--- config.mk ---
export PLATFORM = sky130hd
export DESIGN_NAME = yazmac_oku
export DESIGN_NICKNAME = d
export VERILOG_FILES = /design/src/rtl/yazmac_oku_pkg.sv /design/src/rtl/yazmac_obegi.sv /design/src/rtl/yazmac_oku.sv
export SDC_FILE = /design/constraint.sdc
export NUM_CORES = 2
export LEC_CHECK = 0
export ABC_AREA = 1
export BUFFER_PORTS_ARGS = -buffer_cell sky130_fd_sc_hd__buf_2
export CORE_ASPECT_RATIO = 0.9
export CORE_MARGIN = 2
export CORE_UTILIZATION = 39
export DETAILED_ROUTE_END_ITERATION = 8
export PLACE_DENSITY_LB_ADDON = 0.1
export SYNTH_ARGS = -nofsm -noshare
export SYNTH_HDL_FRONTEND = slang
export SYNTH_SLANG_ARGS = --single-unit
--- constraint.sdc ---
create_clock -name clk_i -period 60.6 [get_ports clk_i]
set_input_delay 12.12 -clock clk_i [delete_from_list [all_inputs] [get_ports clk_i]]
set_output_delay 12.12 -clock clk_i [all_outputs]
set_load 0.02 [all_outputs]
--- src/rtl/yazmac_oku_pkg.sv ---
// Shared micro-op layout and register-file constants for the register-read / issue stage.
// Field order mirrors the decoder's registered uop so the bus is passed around as a plain vector.
package yazmac_oku_pkg;

  localparam int YAZMAC_SAYISI = 32;
  localparam int YAZMAC_BIT    = 5;
  localparam int VERI_BIT      = 32;
  localparam int UOP_TAG_BIT   = 4;

  typedef struct packed {
    logic                   valid;
    logic [UOP_TAG_BIT-1:0] tag;
    logic [11:0]            csr_adres;
    logic [3:0]             csr_islem;
    logic [3:0]             amb;
    logic [3:0]             dal;
    logic                   yaz;
    logic                   taken;
    logic                   rd_alloc;
    logic [YAZMAC_BIT-1:0]  rd_addr;
    logic                   rs2_en;
    logic                   rs1_en;
    logic [VERI_BIT-1:0]    rs2;
    logic [VERI_BIT-1:0]    rs1;
    logic [VERI_BIT-1:0]    imm;
    logic [VERI_BIT-1:0]    pc;
  } uop_t;

  localparam int UOP_BIT = $bits(uop_t);

  // Source fields carry the register index in their low bits until operands are substituted.
  function automatic logic [YAZMAC_BIT-1:0] kaynak_adres(input logic [VERI_BIT-1:0] alan);
    return alan[YAZMAC_BIT-1:0];
  endfunction

endpackage

--- src/rtl/yazmac_obegi.sv ---
// Integer register file: two asynchronous read ports, one synchronous write port, x0 reads zero.
// Zero read latency; write lands on the next rising edge, no backpressure.
module yazmac_obegi
  import yazmac_oku_pkg::*;
(
  input  logic                  clk_i,
  input  logic                  rst_i,
  input  logic [YAZMAC_BIT-1:0] oku1_adres,
  output logic [VERI_BIT-1:0]   oku1_veri,
  input  logic [YAZMAC_BIT-1:0] oku2_adres,
  output logic [VERI_BIT-1:0]   oku2_veri,
  input  logic                  yaz_gecerli,
  input  logic [YAZMAC_BIT-1:0] yaz_adres,
  input  logic [VERI_BIT-1:0]   yaz_veri
);

  logic [VERI_BIT-1:0] yazmaclar [YAZMAC_SAYISI];

  always_ff @(posedge clk_i or posedge rst_i) begin
    if (rst_i) begin
      for (int i = 0; i < YAZMAC_SAYISI; i++) begin
        yazmaclar[i] <= '0;
      end
    end else if (yaz_gecerli && (yaz_adres != '0)) begin
      yazmaclar[yaz_adres] <= yaz_veri;
    end
  end

  assign oku1_veri = (oku1_adres == '0) ? '0 : yazmaclar[oku1_adres];
  assign oku2_veri = (oku2_adres == '0) ? '0 : yazmaclar[oku2_adres];

endmodule

--- src/rtl/yazmac_oku.sv ---
// Register-read / issue: scoreboarded operand fetch with writeback bypass, one cycle to execute.
// Stalls decode on unresolved RAW or execute stall; holds its output while execute is stalled.
module yazmac_oku
  import yazmac_oku_pkg::*;
#(
  parameter int YAZMAC_SAYISI = yazmac_oku_pkg::YAZMAC_SAYISI,
  parameter int ETIKET_BIT    = UOP_TAG_BIT
) (
  input  logic                  clk_i,
  input  logic                  rst_i,
  input  logic [UOP_BIT-1:0]    coz_uop_i,
  input  logic                  bosalt_i,
  input  logic                  yurut_duraklat_i,
  input  logic                  gy_yaz_gecerli_i,
  input  logic [YAZMAC_BIT-1:0] gy_yaz_adres_i,
  input  logic [VERI_BIT-1:0]   gy_yaz_veri_i,
  input  logic [ETIKET_BIT-1:0] gy_etiket_i,
  output logic                  duraklat_o,
  output logic [UOP_BIT-1:0]    yurut_uop_o
);

  uop_t                     giris;
  uop_t                     verilen;
  uop_t                     cikis_q;
  logic [YAZMAC_BIT-1:0]    rs1_adres;
  logic [YAZMAC_BIT-1:0]    rs2_adres;
  logic [VERI_BIT-1:0]      rf_veri1;
  logic [VERI_BIT-1:0]      rf_veri2;
  logic [VERI_BIT-1:0]      islenen1;
  logic [VERI_BIT-1:0]      islenen2;
  logic                     gy_aktif;
  logic                     bypass1;
  logic                     bypass2;
  logic                     engel1;
  logic                     engel2;
  logic                     tehlike;
  logic                     verilir;
  logic                     tahsis;
  logic [YAZMAC_SAYISI-1:0] mesgul;
  logic [ETIKET_BIT-1:0]    sahip [YAZMAC_SAYISI];

  assign giris     = coz_uop_i;
  assign rs1_adres = kaynak_adres(giris.rs1);
  assign rs2_adres = kaynak_adres(giris.rs2);

  yazmac_obegi u_obek (
    .clk_i       (clk_i),
    .rst_i       (rst_i),
    .oku1_adres  (rs1_adres),
    .oku1_veri   (rf_veri1),
    .oku2_adres  (rs2_adres),
    .oku2_veri   (rf_veri2),
    .yaz_gecerli (gy_yaz_gecerli_i),
    .yaz_adres   (gy_yaz_adres_i),
    .yaz_veri    (gy_yaz_veri_i)
  );

  assign gy_aktif = gy_yaz_gecerli_i && (gy_yaz_adres_i != '0);
  assign bypass1  = gy_aktif && (gy_yaz_adres_i == rs1_adres);
  assign bypass2  = gy_aktif && (gy_yaz_adres_i == rs2_adres);

  // A pending operand is released in the same cycle its owning writer arrives on the bypass.
  assign engel1 = giris.valid && giris.rs1_en && (rs1_adres != '0) && mesgul[rs1_adres]
                  && !(bypass1 && (gy_etiket_i == sahip[rs1_adres]));
  assign engel2 = giris.valid && giris.rs2_en && (rs2_adres != '0) && mesgul[rs2_adres]
                  && !(bypass2 && (gy_etiket_i == sahip[rs2_adres]));
  assign tehlike = engel1 || engel2;

  assign duraklat_o = (tehlike || yurut_duraklat_i) && giris.valid && !bosalt_i && !rst_i;
  assign verilir    = giris.valid && !tehlike && !yurut_duraklat_i && !bosalt_i;
  assign tahsis     = verilir && giris.rd_alloc && (giris.rd_addr != '0);

  always_comb begin
    islenen1 = '0;
    islenen2 = '0;
    if (giris.rs1_en && (rs1_adres != '0)) begin
      islenen1 = bypass1 ? gy_yaz_veri_i : rf_veri1;
    end
    if (giris.rs2_en && (rs2_adres != '0)) begin
      islenen2 = bypass2 ? gy_yaz_veri_i : rf_veri2;
    end
    verilen     = giris;
    verilen.rs1 = islenen1;
    verilen.rs2 = islenen2;
  end

  always_ff @(posedge clk_i or posedge rst_i) begin
    if (rst_i) begin
      cikis_q <= '0;
    end else if (bosalt_i) begin
      cikis_q <= '0;
    end else if (!yurut_duraklat_i) begin
      cikis_q <= verilir ? verilen : '0;
    end
  end

  assign yurut_uop_o = cikis_q;

  // Allocation takes priority over a same-cycle writeback to the same register.
  always_ff @(posedge clk_i or posedge rst_i) begin
    if (rst_i) begin
      mesgul <= '0;
      for (int i = 0; i < YAZMAC_SAYISI; i++) begin
        sahip[i] <= '0;
      end
    end else begin
      for (int i = 1; i < YAZMAC_SAYISI; i++) begin
        if (tahsis && (giris.rd_addr == YAZMAC_BIT'(i))) begin
          mesgul[i] <= 1'b1;
          sahip[i]  <= ETIKET_BIT'(giris.tag);
        end else if (gy_aktif && (gy_yaz_adres_i == YAZMAC_BIT'(i))
                     && (gy_etiket_i == sahip[i])) begin
          mesgul[i] <= 1'b0;
        end
      end
    end
  end

endmodule

==> reports/qor.yml <==
worst_setup_path:
  crit_chain: "buf_4 -> buf_4 -> nor2_4 -> buf_4 -> inv_2 -> buf_4 -> a21oi_1 -> nor2_1 -> nand2_1 -> nand3_1 -> nand2_1 -> nor2_1 -> nand3_1 -> nand2_2 -> nand3_2 -> nand3_1 -> inv_1 -> buf_2"
  critPathKind: "in -> out"
  worst_path_most_repeated_cell: "buf_4"
  startpoint_type: "primary input"
  crit_required_ns: 48.48
  cp_slowest_stage_delay_ns: 0.66
  critical_path.slowest_cell: "buf_4"
  cp-end-kind: "output port"
  crit_arrival_ns: 16.45
  critPathMaxFanout: 31
sta:
  tightest_slew_ns: 1.40
  post-route-period-util: 0.471
  slew_headroom: 0.0586
  finalMaxSlewViolations: 0
  fin_setup_tns_ns: 0
  fmax_mhz: 35.0
  final-hold-violation-count: 0
  grt_setup_unrepaired: "false"
  finalSetupViolations: 0
  skew_ns: 0.0338
  final.min_clock_period_ns: 28.57
route:
  wl_per_cell_um: 28.0
  wirelength_um: 320000
  viasPerCell: 6.06
  via_count: 69284
  drtIter0Drc: 9498
  drc: 0
  ant_nets: 0
  dr.pass1.iters: 8
synthesis:
  async_reset_ff_frac: 1.00
  synth_cell_types: 44
  synth_seq_cells: 1346
  seq_area_frac_synth: 0.473
  synth_area_leaders: "dfrtp_1, o21ai_0, nand2_1"
  syn-cell-area_sq_um: 71200
  synth_edf_count: 0
  synthFlopType: "dfrtp_1"
  syn-num-nets: 9330
  netlist_instances: 9117
  syn_area_per_cell_sq_um: 7.81
  yosysWarnings: 5
  yosysTopAreaCell: "dfrtp_1"
  synth_top_area_share: 0.473
global_routing:
  grt_pass1_wl_um: 461000
  grt_antenna_before_repair: 30
  grt_pass1_vias: 64355
  grt_use_total: 0.337
  grt_max_degree: 157
  overflow: 0
clocking:
  tritoncts: "yes"
  cts_resized: 0
  insertion_delay_ns: 0.83
  clk_path_buf_depth: 3
  cts_setup_buffers: 0
  cts_made_buffers: 157
  clkSinkCount: 1346
  cts_hold_buffers: 0
  cts-root-buf: "clkbuf_16"
  h-tree-depth: 4
  clk_pin_slew_worst_paths_ns: 0.06
placed_design:
  dp_hpwl_um: 183000
  io_buffer_count: 326
  gp_congestion: 0.926
power:
  power.density_nw_per_um2: 32.3
  p_leak_nw: 36.3
  vdd_drop_max_mv: 0.0327
layout:
  final_layout_size_suffix_gt1_frac: 0.0919
  final_core_util: 0.438
  area_delta_synth_final_pct: 11.5
  nets: 9098
  num-fill-cells: 18238
floorplanning:
  die_y_um: 409
  coreArea_sq_um: 181000
  die_x_um: 454
  start_util: 0.393
  dieArea_sq_um: 186000
  rows: 148
  ioPinCount: 381
status:
  run_status: "finished, final reports clean"
hold_path:
  hold_path.class: "reg -> reg"
run:
  cap_violations: 0
[per-layer routing]
| metal | GRT usage | wire length (um) | vias up |
|---|---|---|---|
| li1 | - | - | 30631 |
| met1 | 0.465 | 134000 | 33959 |
| met2 | 0.507 | 138000 | 3938 |
| met3 | 0.0829 | 34500 | 736 |
| met4 | 0.127 | 13400 | 20 |
| met5 | 0 | 112 | - |
[path summary, 6_finish.rpt]
kind	from	end	slack [ns]	cells past startpoint
max	coz_uop_i[98]	duraklat_o	32.03	18
min	u_obek.yazmaclar[1017]	u_obek.yazmaclar[1017]	0.38	0
max reg2reg	sahip[33]	sahip[9]	55.98	20
min reg2reg	u_obek.yazmaclar[1017]	u_obek.yazmaclar[1017]	0.38	0
max in group asynchronous	rst_i	yurut_uop_o[99]	44.90	7
min in group asynchronous	rst_i	yurut_uop_o[166]	11.34	2
[final cells by class]
cell class / count / area, sq um / share of cell area
Antenna cell: 14 / 35.0 / 0.000441
Clock buffer: 237 / 4760 / 0.0600
Clock inverter: 49 / 611 / 0.00769
Inverter: 838 / 3180 / 0.0400
Multi-Input combinational cell: 6057 / 31100 / 0.392
Sequential cell: 1346 / 33700 / 0.424
Tap cell: 2400 / 3000 / 0.0378
Timing Repair Buffer: 485 / 2970 / 0.0374
[cell usage in the layout (no fill, tap or decap), types with 29 or more instances in the layout]
cell type / instances
buf_2: 318
clkbuf_16: 160
clkbuf_1: 30
nor2_1: 205
a22oi_1: 65
inv_1: 817
nand2_1: 2028
dfrtp_1: 1346
a22o_1: 93
xor2_1: 62
nand4_1: 89
o211ai_1: 118
o21ai_0: 1743
o221ai_1: 467
o21ai_1: 29
nand3_1: 290
a21oi_1: 716
clkbuf_8: 47
buf_4: 155
[registers in the layout (all words and copies together) (netlist names)]
| name | cells |
|---|---|
| u_obek.yazmaclar | 1024 |
| sahip | 124 |
| mesgul | 31 |
| yurut_uop_o | 167 |
[critical path, delay by kind of cell]
| family | cells | cell delay (ns) |
|---|---|---|
| simple gates | 10 | 1.44 |
| compound gates | 1 | 0.11 |
| buf+inv | 7 | 2.56 |
[where the power goes]
group	leakage (nW)	switching, mW	internal [mW]
Clock	2.66	0.410	0.586
Combinational	16.5	0.314	0.137
Sequential	17.1	0.0782	1.04
Total	36.3	0.802	1.76
[synthesized netlist by cell type (6+ instances only)]
| master | number |
|---|---|
| nand2_1 | 2046 |
| o21ai_0 | 1746 |
| dfrtp_1 | 1346 |
| inv_1 | 824 |
| a21oi_1 | 716 |
| clkbuf_1 | 710 |
| o221ai_1 | 467 |
| nand3_1 | 297 |
| nor2_1 | 213 |
| o211ai_1 | 118 |
| buf_2 | 106 |
| a22o_1 | 93 |
| nand4_1 | 89 |
| a22oi_1 | 65 |
| xor2_1 | 62 |
| buf_1 | 44 |
| xnor2_1 | 28 |
| o21ai_1 | 26 |
| nor4_1 | 21 |
| nand4_2 | 14 |
| buf_6 | 11 |
| inv_2 | 9 |
| o2111ai_1 | 8 |
| o41ai_1 | 7 |
| a221oi_1 | 6 |
| nor3_1 | 6 |
[stage by stage]
| stage | cell area, sq um | instances | hold slack, ns | total power, mW | setup slack (ns) |
|---|---|---|---|---|---|
| after floorplan | 71200 | 9117 | 0.429 | 1.42 | 7.36 |
| after detailed placement | 74000 | 11126 | 0.368 | 1.57 | 32.33 |
| after global placement | 74000 | 11126 | 0.365 | 1.56 | 32.33 |
| after global routing | 79300 | 11414 | 0.386 | 2.68 | 32.11 |
| final | 79400 | 11426 | 0.381 | 2.56 | 32.03 |
| after CTS | 79300 | 11412 | 0.381 | 2.56 | 32.33 |
[logic make-up after synthesis]
kind of cell / share of synthesized area
and+or+nand+nor: 0.155
AOI/OAI and AO/OA: 0.267
buffers and inverters: 0.0938
DFF: 0.473
xor gates and xnor gates: 0.0111
No activity file was read; power rests on OpenSTA's default activity.
